## config.mk

```make
export PLATFORM = sky130hd
export DESIGN_NAME = ul_seq
export DESIGN_NICKNAME = d
export VERILOG_FILES = /design/src/rtl/ul_seq.sv
export SDC_FILE = /design/constraint.sdc
export NUM_CORES = 1
export LEC_CHECK = 0
export BUFFER_PORTS_ARGS = -buffer_cell sky130_fd_sc_hd__clkbuf_2
export CORE_MARGIN = 5
export CORE_UTILIZATION = 56
export DETAILED_ROUTE_END_ITERATION = 10
export PLACE_DENSITY = 0.91
export SYNTH_ARGS = -nofsm -noshare
export SYNTH_HDL_FRONTEND = slang
export SYNTH_SLANG_ARGS = --single-unit
```

## constraint.sdc

```tcl
create_clock -name clk -period 5.63 [get_ports clk]
set_clock_uncertainty 0.1 [all_clocks]
set_input_delay 0.563 -clock clk [delete_from_list [all_inputs] [get_ports clk]]
set_output_delay 0.563 -clock clk [all_outputs]
set_load 0.05 [all_outputs]
```

## src/rtl/ul_seq.sv

```systemverilog
// ul_seq: registered W-bit AND/OR/XOR/NOT unit with accumulator and DEPTH-entry result FIFO.
// Latency 1 cycle into an empty FIFO; in_ready depends on occupancy only. Optional `par` output under UL_SEQ_PARITY_EN.
module ul_seq #(
    parameter int W     = 4,
    parameter int DEPTH = 2
) (
    input  logic         clk,
    input  logic         rst_n,
    input  logic         in_valid,
    output logic         in_ready,
    input  logic [W-1:0] a,
    input  logic [W-1:0] b,
    input  logic [1:0]   s,
    input  logic         acc_sel,
    input  logic         acc_clr,
    output logic         out_valid,
    input  logic         out_ready,
    output logic [W-1:0] out,
    output logic         zero
`ifdef UL_SEQ_PARITY_EN
    ,
    output logic         par
`endif
);

    localparam int AW = $clog2(DEPTH);
    localparam int CW = $clog2(DEPTH + 1);
    localparam logic [CW-1:0] FULL = CW'(DEPTH);

    logic [W-1:0]     acc;
    logic [W-1:0]     opa;
    logic [W-1:0]     result;
    logic [AW-1:0]    wr_ptr;
    logic [AW-1:0]    rd_ptr;
    logic [CW-1:0]    count;
    logic             accept;
    logic             pop;

    logic [W-1:0]     res_mem [DEPTH];
    logic [DEPTH-1:0] zero_mem;
`ifdef UL_SEQ_PARITY_EN
    logic [DEPTH-1:0] par_mem;
`endif

    assign in_ready  = (count != FULL);
    assign out_valid = (count != '0);
    assign accept    = in_valid & in_ready;
    assign pop       = out_valid & out_ready;
    assign opa       = acc_sel ? acc : a;

    always_comb begin
        result = '0;
        case (s)
            2'b00:   result = opa & b;
            2'b01:   result = opa | b;
            2'b10:   result = opa ^ b;
            default: result = ~opa;
        endcase
    end

    // Storage needs no reset: the head is masked to zero whenever count is zero.
    always_ff @(posedge clk) begin
        if (accept) begin
            res_mem[wr_ptr]  <= result;
            zero_mem[wr_ptr] <= (result == '0);
`ifdef UL_SEQ_PARITY_EN
            par_mem[wr_ptr]  <= ^result;
`endif
        end
    end

    always_ff @(posedge clk or negedge rst_n) begin
        if (!rst_n) begin
            acc    <= '0;
            wr_ptr <= '0;
            rd_ptr <= '0;
            count  <= '0;
        end else begin
            // Clear wins over the accumulate, but the op still used the old acc.
            if (acc_clr) begin
                acc <= '0;
            end else if (accept) begin
                acc <= result;
            end
            if (accept) begin
                wr_ptr <= wr_ptr + AW'(1);
            end
            if (pop) begin
                rd_ptr <= rd_ptr + AW'(1);
            end
            case ({accept, pop})
                2'b10:   count <= count + CW'(1);
                2'b01:   count <= count - CW'(1);
                default: count <= count;
            endcase
        end
    end

    assign out  = out_valid ? res_mem[rd_ptr] : '0;
    assign zero = out_valid ? zero_mem[rd_ptr] : 1'b0;
`ifdef UL_SEQ_PARITY_EN
    assign par  = out_valid ? par_mem[rd_ptr] : 1'b0;
`endif

endmodule

```

---- After elaboration in Yosys (flattened, before gate mapping) ----
Memory sizes are Yosys's and may differ from the RTL's.
Index checks and enable logic that the tools add are counted.
word-level totals
  bits in registers ....................... 10
  bits in latches ......................... 0
  RAM bits ................................ 8
  bits in read-only memories .............. 0
  input port bits ......................... 16
  output and inout bits ................... 7
  logic and storage cells ................. 44
  memories kept ........................... 1
memory list
  name     words  width  rd ports  clocked after memory_dff  write ports  RTL line  text
  res_mem  2      4      1         0                         1            39        logic [W-1:0] res_mem [DEPTH];
operators by class
  add/subtract/negate cells ............... 4
  multipliers ............................. 0
  divide/modulo/power cells ............... 0
  order comparisons ....................... 3
  equal/unequal tests ..................... 5
  shifts and indexed selects .............. 0
  muxes and demuxes ....................... 14
  bitwise operators ....................... 6
  reduce and logical (&&, ||, !) cells .... 6
operator list
  kind                                                                   number
  4-bit 2-to-1 mux                                                       4
  4-bit case mux with 3 select lines                                     1
  1-bit 2-to-1 mux                                                       6
  2-bit nonzero test                                                     3
  4-bit AND                                                              1
  2-bit by 1-bit equality test with 1-bit output, second input constant  2
  2-bit equality test, second input constant                             2
  4-bit zero test                                                        1
  1-bit by 2-bit < comparator with 1-bit output, second input constant   2
  4-bit inverter                                                         1
  4-bit bitwise OR                                                       1
  2-bit case mux with 2 select lines                                     1
  4-bit XOR                                                              1
  1-bit adder, second input constant                                     2
  2-bit by 1-bit adder with 2-bit output, second input constant          1
  1-bit AND                                                              2
  2-bit bitwise mux                                                      1
  2-bit zero test                                                        1
  2-bit != test, second input constant                                   1
  2-bit by 1-bit subtractor with 2-bit output, second input constant     1
  1-bit demux with 1-bit select                                          1
  1-bit greater-or-equal comparator, second input constant               1
  1-bit logical AND                                                      1

---- Longest topological paths before layout ----
Gate-level depths: netlist of the first run.
  depth in word-level cells ............... 5
  gate-level depth with buffers ........... 6

---- Least setup slack after synthesis of the first run ----
OpenSTA, ideal clock, no wires.
  kind .................................... input to register
  start point ............................. input port acc_sel
  end point ............................... register zero_mem[0] (data pin)
  setup time .............................. 182 ps
  arrival time ............................ 1922 ps
  slack ................................... 3426 ps
  stages on the path ...................... 5
  buffers on the path ..................... 1
  cell sequence ........................... buf_6 -> mux2i_1 -> ha_1 -> mux4_2 -> nor4_2
between the ends
  cells in the longest elaborated chain, start to end .. 5
  elaborated cells on any way between the ends .. 8
ends and longest elaborated chain
  what                                    RTL line  text
  from (decl)                             14        input logic acc_sel,
  4-bit 2-to-1 mux (*)                    49        assign opa = acc_sel ? acc : a;
  4-bit XOR (tied with other cells)       56        2'b10: result = opa ^ b;
  4-bit case mux with 3 select lines (*)  53        case (s)
  via result[3]                           32        logic [W-1:0] result;
  4-bit zero test (*)                     65        zero_mem[wr_ptr] <= (result == '0);
  2-bit bitwise mux (*)                   65
  to (signal, indexed assignment)         65
  to (decl)                               40        logic [DEPTH-1:0] zero_mem;
The timed path passes the listed nets; every way through them passes the cells marked *.
A chain may end at the register's enable or synchronous reset.

---- Final worst setup path of the first run ----
Same ends and word-level chain as after synthesis.

==> metrics.md, run 1 <==
| Metric | Value |
|---|---|
| Initial Util | `0.5935` |
| Vias in the first global route | `~750` |
| Clk_lat worst skew | `290 ps` |
| Worst Hold Class | `flop to flop` |
| Synth Cell Area | `1036 um^2` |
| Iter 0 DRT Violations | `8` |
| Setup TNS Final | `0 ps` |
| RSZ-0062 raised after global routing | `false` |
| Largest net degree at the start of global routing | `11` |
| PwrDens | `461.4 nW/um^2` |
| Status | `finished clean` |
| Vias per Instance | `5.167` |
| Peak VDD IR | `302.9 uV` |
| Distinct cells, synth | `19` |
| H-tree Lvls | `1` |
| Hold Fails Final Rpt | `0` |
| Slowest cell on crit path | `mux4_2` |
| Sequential cell area fraction in the yosys report | `0.4831` |
| Sw power | `0.2550 mW` |
| Worst slew pin tran | `413.7 ps` |
| Clock share of power | `0.116` |
| Sw Share | `0.4609` |
| Initial antenna violation count | `0` |
| Post-route design area | `between 1000 and 1500 um^2` |
| Seq cells post-synth | `18` |
| Largest cells by area after synthesis | `edfxtp_1 29%, dfrtp_1 19%, ha_1 11%` |
| Reg power frac | `0.388` |
| Endpoints failing setup | `0` |
| IO Port Bufs | `22` |
| Static Leak | `between 0.5 and 0.6 nW` |
| Gr usage total | `0.1586` |
| Filler cell count | `128` |
| Die X | `53.01 um` |
| CTS tree | `yes` |
| Syn_nets | `107` |
| Crit Path Class | `input pin to flop` |
| Placed cell areas | `1162 um^2` |
| Fin crit share | `0.3770` |
| Placed Cells | `127` |
| Syn Area/Cell | `roughly 13 um^2` |
| Max clock buf depth | `2` |
| Post-layout minimum cycle time | `~2100 ps` |
| Antenna Violating Nets Remaining | `0` |
| Element type at the critical path end | `flop` |
| Worst path arrival time | `2130 ps` |
| Critical path fanouts, max | `4` |
| Hold Path Depth | `1` |
| Slew Limit Fails | `0` |
| DRC viols | `0` |
| Fin worst setup slack | `roughly 3500 ps` |
| Multi-input gate area | `471.7 um^2` |
| Layout area overhead | `15.70%` |
| Synth Instances | `between 80 and 90` |
| Gpl congestion | `0.7058` |
| Post-CTS sizing | `0` |
| Synth top area share | `0.2899` |
| Worst-path clk slew | `100 ps` |
| Synth warn | `0` |
| GRT overflow | `0` |
| Relative slew slack | `0.7232` |
| Register Area | `500.5 um^2` |
| Die area | `2810 um^2` |
| WL/cell | `13.61 um` |
| Drt first pass iters | `4` |
| Startpoint types | `input pin` |
| Part of the power in combinational logic | `0.496` |
| Reg2Reg Depth | `4` |
| Highest clock rate | `roughly 470 MHz` |
| Cts-stage hold buffer count | `0` |
| Ports | `23` |
| Total Routed Length | `1.796 mm` |
| Vias | `between 600 and 700` |
| Clock root cell | `clkbuf_4` |
| Pint | `0.2982 mW` |
| Layout cells sized above 1 | `0.2897` |
| Finished Layout Cells | `132` |
| Dominant cell type by area after synthesis | `edfxtp_1` |
| Clock sink total | `18` |
| Global-route wire length before repair | `3.160 mm` |
| Std-Cell Rows | `15` |
| Worst EP required | `approximately 5600 ps` |
| CP peak stage delay | `510 ps` |
| Setup Buffers After CTS | `0` |
| Max cap viols | `0` |
| Antenna cells | `0` |
| Core ar. | `~1700 um^2` |
| CP cell instances | `clkbuf_2, mux2i_1, ha_1, mux4_2, nor4_2` |
| Dpl hpwl | `about 1.5 mm` |
| Die Height | `53.01 um` |
| Total CTS buffers | `3` |
| Nets | `133` |
| Place WS | `between 3000 and 4000 ps` |
stage by stage:
stage / hold slack (ps) / util / power [mW]
final: 415.4 / 0.6867 / 0.5531
after global routing: 451.4 / 0.6867 / 0.5883
after CTS: 0.5862 / 0.6810 / 0.5567
after detailed placement: 322.9 / 0.6660 / 0.4929
after global placement: 313.7 / 0.6660 / 0.4821
after floorplan: 167.4 / - / 0.4324
metal layers:
metal | wire length, um | global-route usage
met1 | 688 | 0.1676
met2 | 950 | 0.2913
met3 | 119 | 0.02254
met4 | 37 | 0.09787
met5 | 0 | 0
synth_stat cells:
master / number
inv_1: 13
edfxtp_1: 10
ha_1: 9
mux2i_1: 9
dfrtp_1: 8
nor2_1: 8
nor2b_1: 5
mux4_2: 4
a22o_1: 3
xnor2_1: 3
xor2_1: 2
a22o_2: 1
and3_1: 1
and3b_1: 1
buf_6: 1
clkbuf_1: 1
nand2_1: 1
nand2b_1: 1
nor4_2: 1
power groups by stage:
stage | Sequential, mW | Clock, mW | Combinational, mW
global placement | 0.214 | 0 | 0.268
detailed placement | 0.217 | 0 | 0.276
CTS | 0.215 | 0.0644 | 0.277
floorplan | 0.201 | 0 | 0.231
finish | 0.215 | 0.0640 | 0.274
global route | 0.221 | 0.0705 | 0.297
final timing paths:
check	start	endpoint	slack, ps
setup / recovery	acc_sel	zero_mem[0]$_DFFE_PP_	3510
hold / removal	wr_ptr$_DFFE_PN0P_	wr_ptr$_DFFE_PN0P_	420
setup reg to reg	acc[3]$_DFFE_PN0P_	zero_mem[0]$_DFFE_PP_	3590
hold reg to reg	wr_ptr$_DFFE_PN0P_	wr_ptr$_DFFE_PN0P_	420
max in group asynchronous	rst_n	acc[2]$_DFFE_PN0P_	4690
min in group asynchronous	rst_n	acc[0]$_DFFE_PN0P_	560
critical path: cells and delay by family:
| kind | cells | cell delay, ps |
|---|---|---|
| buffers and inverters | 1 | 160 |
| adder cells (fa/ha/maj) | 1 | 290 |
| AND/OR/NAND/NOR | 1 | 310 |
| multiplexers | 2 | 810 |
cells by family after synthesis:
kind of cell | share of synthesized area
buf+inv | 0.06159
mux | 0.1739
xor+xnor | 0.04228
fa+ha+maj | 0.1087
simple gates | 0.09542
flops | 0.4831
compound gates | 0.03503
layout make-up:
cell class,instances,share of cell area
inverter,13,0.04071
timing repair buffer,23,0.1002
sequential,18,0.4175
clock inverter,1,0.003132
tap,25,0.02610
multi-input combinational,49,0.3935
clock buffer,3,0.01879
cells in the final DEF (no fill, tap or decap):
cell type | netlist | layout
clkbuf_2 | 0 | 22
inv_1 | 13 | 13
edfxtp_1 | 10 | 10
mux2i_1 | 9 | 9
ha_1 | 9 | 9
nor2_1 | 8 | 8
dfrtp_1 | 8 | 8
nor2b_1 | 5 | 5
mux4_2 | 4 | 4
xnor2_1 | 3 | 3
a22o_1 | 3 | 3
clkbuf_4 | 0 | 3
xor2_1 | 2 | 2
nand2b_1 | 1 | 1
nand2_1 | 1 | 1
and3_1 | 1 | 1
nor4_2 | 1 | 1
and3b_1 | 1 | 1
a22o_2 | 1 | 1
clkinv_1 | 0 | 1
dlygate4sd3_1 | 0 | 1
flip-flops by register name (all words and copies together) (netlist names):
register and flops:
wr_ptr 1, rd_ptr 1, res_mem 8, count 2, acc 4, zero_mem 2
(Power assumes the default switching activity.)
==> inputs of run 2 (changes only) <==
CORE_UTILIZATION = 47   (was 56)
PLACE_DENSITY = 0.82   (was 0.91)
clock period = 1.85 ns   (was 5.63 ns; I/O delays follow)
==> metrics.md, run 2 (synthesis gave the netlist of run 1 again) <==
| Metric | Value |
|---|---|
| Crit. Startpoint | `acc[0]$_DFFE_PN0P_` |
| Pint | `0.9599 mW (+220%)` |
| Max clock buf depth | `2 (unchanged)` |
| Layout area overhead | `23.19%` |
| Reg2reg setup slack | `-90 ps (-3680 ps)` |
| Die area | `3243 um^2 (+15%)` |
| Ports | `23 (unchanged)` |
| Die X | `56.95 um (+7.4%)` |
| RSZ-0062 raised after global routing | `true` |
| Drt first pass iters | `4 (unchanged)` |
| PwrDens | `1362 nW/um^2 (+200%)` |
| Slew Limit Fails | `0 (unchanged)` |
| Commonest non-fill, non-tap cell in the layout | `clkbuf_2` |
| Sw Share | `0.4478 (-0.01319)` |
| Worst EP required | `1860 ps (-3780 ps)` |
| Biggest regs | `res_mem (8), acc (4)` |
| Worst r2r src | `acc[0]$_DFFE_PN0P_` |
| DRC viols | `0 (unchanged)` |
| Relative slew slack | `0.6930 (-0.03019)` |
| Worst Hold Class | `input pin to async pin` |
| Total CTS buffers | `3 (unchanged)` |
| Antenna Violating Nets Remaining | `0 (unchanged)` |
| Largest register FFs | `8 (unchanged)` |
| Largest net degree at the start of global routing | `11 (unchanged)` |
| Element type at the critical path end | `flop` |
| Vias per Instance | `4.836 (-6.4%)` |
| Worst-path clk slew | `90 ps (about the same)` |
| Met3 wire length | `106 um (-11%)` |
| CTS tree | `yes` |
| Peak VDD IR | `726.4 uV (+140%)` |
| Clock root cell | `clkbuf_4` |
| Nets | `138 (+3.8%)` |
| Dpl hpwl | `1.401 mm (-5.6%)` |
| Endpoints failing setup | `11 (+11)` |
| Vias | `677 (-0.73%)` |
| Worst hold margin | `174.6 ps (-240.8 ps)` |
| Part of the power in combinational logic | `0.515 (+0.019)` |
| Clk_lat worst skew | `280 ps (about the same)` |
| Global-route wire length before repair | `2.946 mm (-6.8%)` |
| Clock sink total | `18 (unchanged)` |
| GRT overflow | `0 (unchanged)` |
| CP cell instances | `mux2i_2, ha_1, mux4_2, nor4_4` |
| Gpl congestion | `0.7117 (+0.84%)` |
| Die Height | `56.95 um (+7.4%)` |
| Failing checks | `negative setup slack` |
| Post-layout minimum cycle time | `slightly below 2000 ps` |
| Total Routed Length | `1.687 mm (-6.1%)` |
| Post-layout power | `1.738 mW (+210%)` |
| Core ar. | `2148 um^2 (+23%)` |
| IO Port Bufs | `22 (unchanged)` |
| CP peak stage delay | `510 ps (about the same)` |
| Std-Cell Rows | `17 (+2)` |
| Crit Path Class | `flop to flop` |
| Worst path arrival time | `1950 ps (-180 ps)` |
| Initial Util | `0.4822 (-0.1113)` |
| Vias in the first global route | `714 (-4.3%)` |
| Antenna cells | `0 (unchanged)` |
| Reg power frac | `0.377 (-0.011)` |
| Initial antenna violation count | `0 (unchanged)` |
| Fin worst setup slack | `-92.08 ps (-3600 ps)` |
| Critical path fanouts, max | `3 (-1)` |
| Status | `finished with violations` |
| Largest reg by FF count | `res_mem` |
| WL met1 | `668 um (-2.9%)` |
| Commonest non-fill, non-tap cells in the layout | `22 x clkbuf_2, 13 x inv_1, 10 x edfxtp_1` |
| Iter 0 DRT Violations | `6 (-2)` |
| Reg2Reg Depth | `4 (unchanged)` |
| Worst slew pin tran | `458.8 ps (+45.12 ps)` |
| Slowest cell on crit path | `mux4_2` |
| Metal2 WL | `885 um (-6.8%)` |
| Worst reg2reg endpoint | `zero_mem[1]$_DFFE_PP_` |
| Clock share of power | `0.109 (-0.007)` |
| Startpoint types | `flop` |
| Hold Fails Final Rpt | `0 (unchanged)` |
| H-tree Lvls | `1 (unchanged)` |
| WL/cell | `12.05 um (-11%)` |
| Static Leak | `0.6192 nW (+3.5%)` |
| Gr usage total | `0.1170 (-0.04158)` |
| Crit path to | `zero_mem[1]$_DFFE_PP_` |
| Fin crit share | `1.050` |
| Sw power | `0.7783 mW (+210%)` |
| Uppermost layer routed | `met4` |
| Max cap viols | `0 (unchanged)` |
| Layout cells sized above 1 | `0.3750 (+0.08528)` |
| Highest clock rate | `514.9 MHz` |
## run 2: cell types whose count changed in the layout (fill, tap and decap cells not counted), sizes merged
cell,delta
clkinv,-1
clkbuf,+1
buf,+5
## run 2: worst min path at each step
stage | endpoint | slack [ps] | cells after the start | start
CTS | acc[2]$_DFFE_PN0P_ | 170 | 2 | rst_n
detailed placement | count[0]$_DFFE_PN0P_ | -60 | 1 | rst_n
global route | acc[2]$_DFFE_PN0P_ | 180 | 2 | rst_n
finish | rd_ptr$_DFFE_PN0P_ | 170 | 2 | rst_n
global placement | rd_ptr$_DFFE_PN0P_ | -60 | 1 | rst_n
floorplan | acc[0]$_DFFE_PN0P_ | -210 | 0 | rst_n
## run 2: power by group through the flow
stage          Combinational [mW]  Sequential, mW  Clock [mW]
3_5_place_dp                0.873           0.661           0
6_report                    0.894           0.655       0.189
4_1_cts                     0.892           0.656       0.196
3_3_place_gp                0.854           0.656           0
2_1_floorplan               0.707           0.615           0
5_1_grt                     0.967           0.673       0.205
## run 2: layout make-up
cell class / instances / area (um^2)
sequential: 18 / 500.5
multi-input combinational: 49 / 500.5
clock buffer: 4 / 26.28
timing repair buffer: 28 / 165.2
inverter: 13 / 48.80
tap: 28 / 35.03
fill: 184 / 872.1
## run 2: worst max-delay path: cells and delay by family, from the launching register on
family	cells	cell delay [ps]
fa+ha+maj	1	260
mux	2	710
flops	1	410
simple gates	1	290
## run 2: stage by stage
| stage | setup WS, ps | utilization | TNS, ps | cells | instance area [um^2] |
|---|---|---|---|---|---|
| finish | -92.08 | 0.5941 | -508.5 | 140 | 1276 |
| global route | -178.2 | 0.5941 | -1436 | 140 | 1276 |
| CTS | -108.7 | 0.5871 | -447.9 | 140 | 1261 |
| detailed placement | -170.7 | 0.5580 | -1097 | 134 | 1199 |
| global placement | -73.01 | 0.5580 | -269.3 | 134 | 1199 |
| floorplan | 7.130 | - | 0 | 82 | 1039 |
## run 2: timing repair
action | CTS | global route
setup endpoints to repair | 10 | 14
buffers inserted | 1 | 0
gates resized for setup | 5 | 3
pin swaps | 3 | 4
hold endpoints to repair | 8 | 0
hold buffers | 1 | 0
cloned | 0 | 0
## run 2: layer usage
layer	GRT usage	vias up
li1	-	343
met1	0.1332	311
met2	0.2039	21
met3	0.01357	2
met4	0.07947	0
met5	0	-
==> inputs of run 3 (changes only) <==
--- a/constraint.sdc
+++ b/constraint.sdc
@@ -4,2 +4,2 @@
 set_output_delay 0.185 -clock clk [all_outputs]
-set_load 0.05 [all_outputs]
+set_load 0.1 [all_outputs]
==> metrics.md, run 3 (synthesis gave the netlist of run 1 again) <==
| Metric | Value |
|---|---|
| Status | `finished with violations` |
| Failing checks | `negative setup slack` |
| Core ar. | `2148 um^2 (unchanged)` |
| PwrDens | `1664 nW/um^2 (+22%)` |
| Max cap viols | `0 (unchanged)` |
| Gpl congestion | `0.6903 (-3.0%)` |
| Std-Cell Rows | `17 (unchanged)` |
| DRC viols | `0 (unchanged)` |
| Vias in the first global route | `776 (+8.7%)` |
| Place WS | `-154.5 ps (+16.23 ps)` |
| Sw power | `1.148 mW (+47%)` |
| Largest reg by FF count | `res_mem` |
| Crit Path Class | `flop to flop` |
| CTS tree | `yes` |
| Largest register FFs | `8 (unchanged)` |
| Endpoints failing setup | `9 (-2)` |
| Worst path arrival time | `1990 ps (+40 ps)` |
| Ports | `23 (unchanged)` |
| Commonest non-fill, non-tap cell in the layout | `clkbuf_2` |
| Die X | `56.95 um (unchanged)` |
| Post-layout minimum cycle time | `1979 ps (+36.64 ps)` |
| Layout cells sized above 1 | `0.4196 (+0.04464)` |
| Fin worst setup slack | `-128.7 ps (-36.64 ps)` |
| Global-route wire length before repair | `3.236 mm (+9.8%)` |
| Static Leak | `0.6271 nW (+1.3%)` |
| H-tree Lvls | `1 (unchanged)` |
| Clock root cell | `clkbuf_4` |
| Iter 0 DRT Violations | `3 (-3)` |
| Vias | `692 (+2.2%)` |
| Layout Utilization | `0.6040 (+0.009901)` |
| Worst slew pin tran | `538.6 ps (+79.82 ps)` |
| RSZ-0062 raised after global routing | `true` |
| Max clock buf depth | `2 (unchanged)` |
| Clock sink total | `18 (unchanged)` |
| IO Port Bufs | `22 (unchanged)` |
| Vias per Instance | `4.943 (+2.2%)` |
| Antenna cells | `0 (unchanged)` |
| Peak VDD IR | `1345 uV (+85%)` |
| Dpl hpwl | `1.487 mm (+6.2%)` |
| Setup TNS Final | `-471.6 ps (+36.89 ps)` |
| Layout area overhead | `25.24%` |
| Nets | `138 (unchanged)` |
| Pint | `1.012 mW (+5.4%)` |
| Relative slew slack | `0.6425 (-0.05056)` |
| Sw Share | `0.5315 (+0.08376)` |
| Initial Util | `0.4822 (unchanged)` |
| Worst Hold Class | `input pin to async pin` |
| Part of the power in combinational logic | `0.607 (+0.092)` |
| Commonest non-fill, non-tap cells in the layout | `17 x clkbuf_2, 13 x inv_1, 10 x edfxtp_1` |
| Element type at the critical path end | `flop` |
| Biggest regs | `res_mem (8), acc (4)` |
| GRT overflow | `0 (unchanged)` |
| Slew Limit Fails | `0 (unchanged)` |
| Largest net degree at the start of global routing | `11 (unchanged)` |
| Hold Fails Final Rpt | `0 (unchanged)` |
| Reg power frac | `0.306 (-0.071)` |
| Fin crit share | `1.070 (+0.01980)` |
| CP cell instances | `mux2i_2, ha_1, mux4_2, nor4_2` |
| Clock share of power | `0.088 (-0.021)` |
| Critical path fanouts, max | `4 (+1)` |
| Total Routed Length | `1.787 mm (+5.9%)` |
| Die area | `3243 um^2 (unchanged)` |
| Startpoint types | `flop` |
| WL/cell | `12.76 um (+5.9%)` |
| Worst-path clk slew | `100 ps (about the same)` |
| Drt first pass iters | `3 (-1)` |
| Antenna Violating Nets Remaining | `0 (unchanged)` |
| Slowest cell on crit path | `mux4_2` |
| Worst EP required | `1860 ps (about the same)` |
| Clk_lat worst skew | `280 ps (about the same)` |
| Gr usage total | `0.1277 (+0.01069)` |
| Initial antenna violation count | `0 (unchanged)` |
| CP peak stage delay | `520 ps (about the same)` |
| Die Height | `56.95 um (unchanged)` |
| Total CTS buffers | `3 (unchanged)` |
| Highest clock rate | `505.4 MHz (-1.9%)` |
| Filler cell count | `195 (+6.0%)` |
==> run 3: final cells by class <==
type                       instances  area [um^2]  area share
sequential                        18        500.5      0.3857
tap                               28        35.03     0.02700
timing repair buffer              28        177.7      0.1369
clock inverter                     1        3.754    0.002893
clock buffer                       3        22.52     0.01736
inverter                          13        48.80     0.03761
multi-input combinational         49        509.2      0.3925
==> run 3: per-layer routing <==
layer / vias up / wire, um / global-route usage
met2: 23 / 945 / 0.2268
met1: 325 / 683 / 0.1354
met3: 4 / 130 / 0.02715
li1: 340 / - / -
met4: 0 / 27 / 0.08278
met5: - / 0 / 0
==> run 3: path summary, 6_finish.rpt <==
| path | start | to | slack (ps) | cells past startpoint |
|---|---|---|---|---|
| max | acc[3]$_DFFE_PN0P_ | zero_mem[0]$_DFFE_PP_ | -130 | 4 |
| min | rst_n | acc[0]$_DFFE_PN0P_ | 180 | 2 |
| max reg2reg | acc[3]$_DFFE_PN0P_ | zero_mem[0]$_DFFE_PP_ | -130 | 4 |
| min reg2reg | wr_ptr$_DFFE_PN0P_ | wr_ptr$_DFFE_PN0P_ | 400 | 1 |
| max in group asynchronous | rst_n | count[0]$_DFFE_PN0P_ | 1290 | 2 |
| min in group clk | acc_clr | acc[0]$_DFFE_PN0P_ | 180 | 3 |
==> run 3: timing repair <==
action | CTS | global route
setup endpoints to repair | 10 | 14
pin swaps | 1 | 6
gates resized for setup | 4 | 3
buffers inserted | 1 | 0
hold endpoints to repair | 8 | 0
hold buffers | 1 | 0
==> run 3: worst max-delay path: cells and delay by family (launching register included) <==
| kind | cells | cell delay (ps) |
|---|---|---|
| mux | 2 | 720 |
| fa+ha+maj | 1 | 260 |
| flops | 1 | 410 |
| simple gates | 1 | 310 |
==> run 3: stage by stage <==
stage	power (mW)	hold slack (ps)	instance area, um^2	instances
global placement	1.934	-61.64	1229	134
CTS	2.170	174.4	1287	140
floorplan	1.707	-210.6	1056	82
detailed placement	1.967	-57.50	1229	134
global route	2.271	194.9	1297	140
finish	2.159	179.2	1297	140
==> run 3: power groups by stage <==
stage,sequential (mW),combinational (mW),clock [mW]
final,0.660,1.31,0.190
after global routing,0.675,1.38,0.212
after CTS,0.660,1.32,0.194
after detailed placement,0.666,1.30,0
after global placement,0.660,1.27,0
after floorplan,0.620,1.09,0
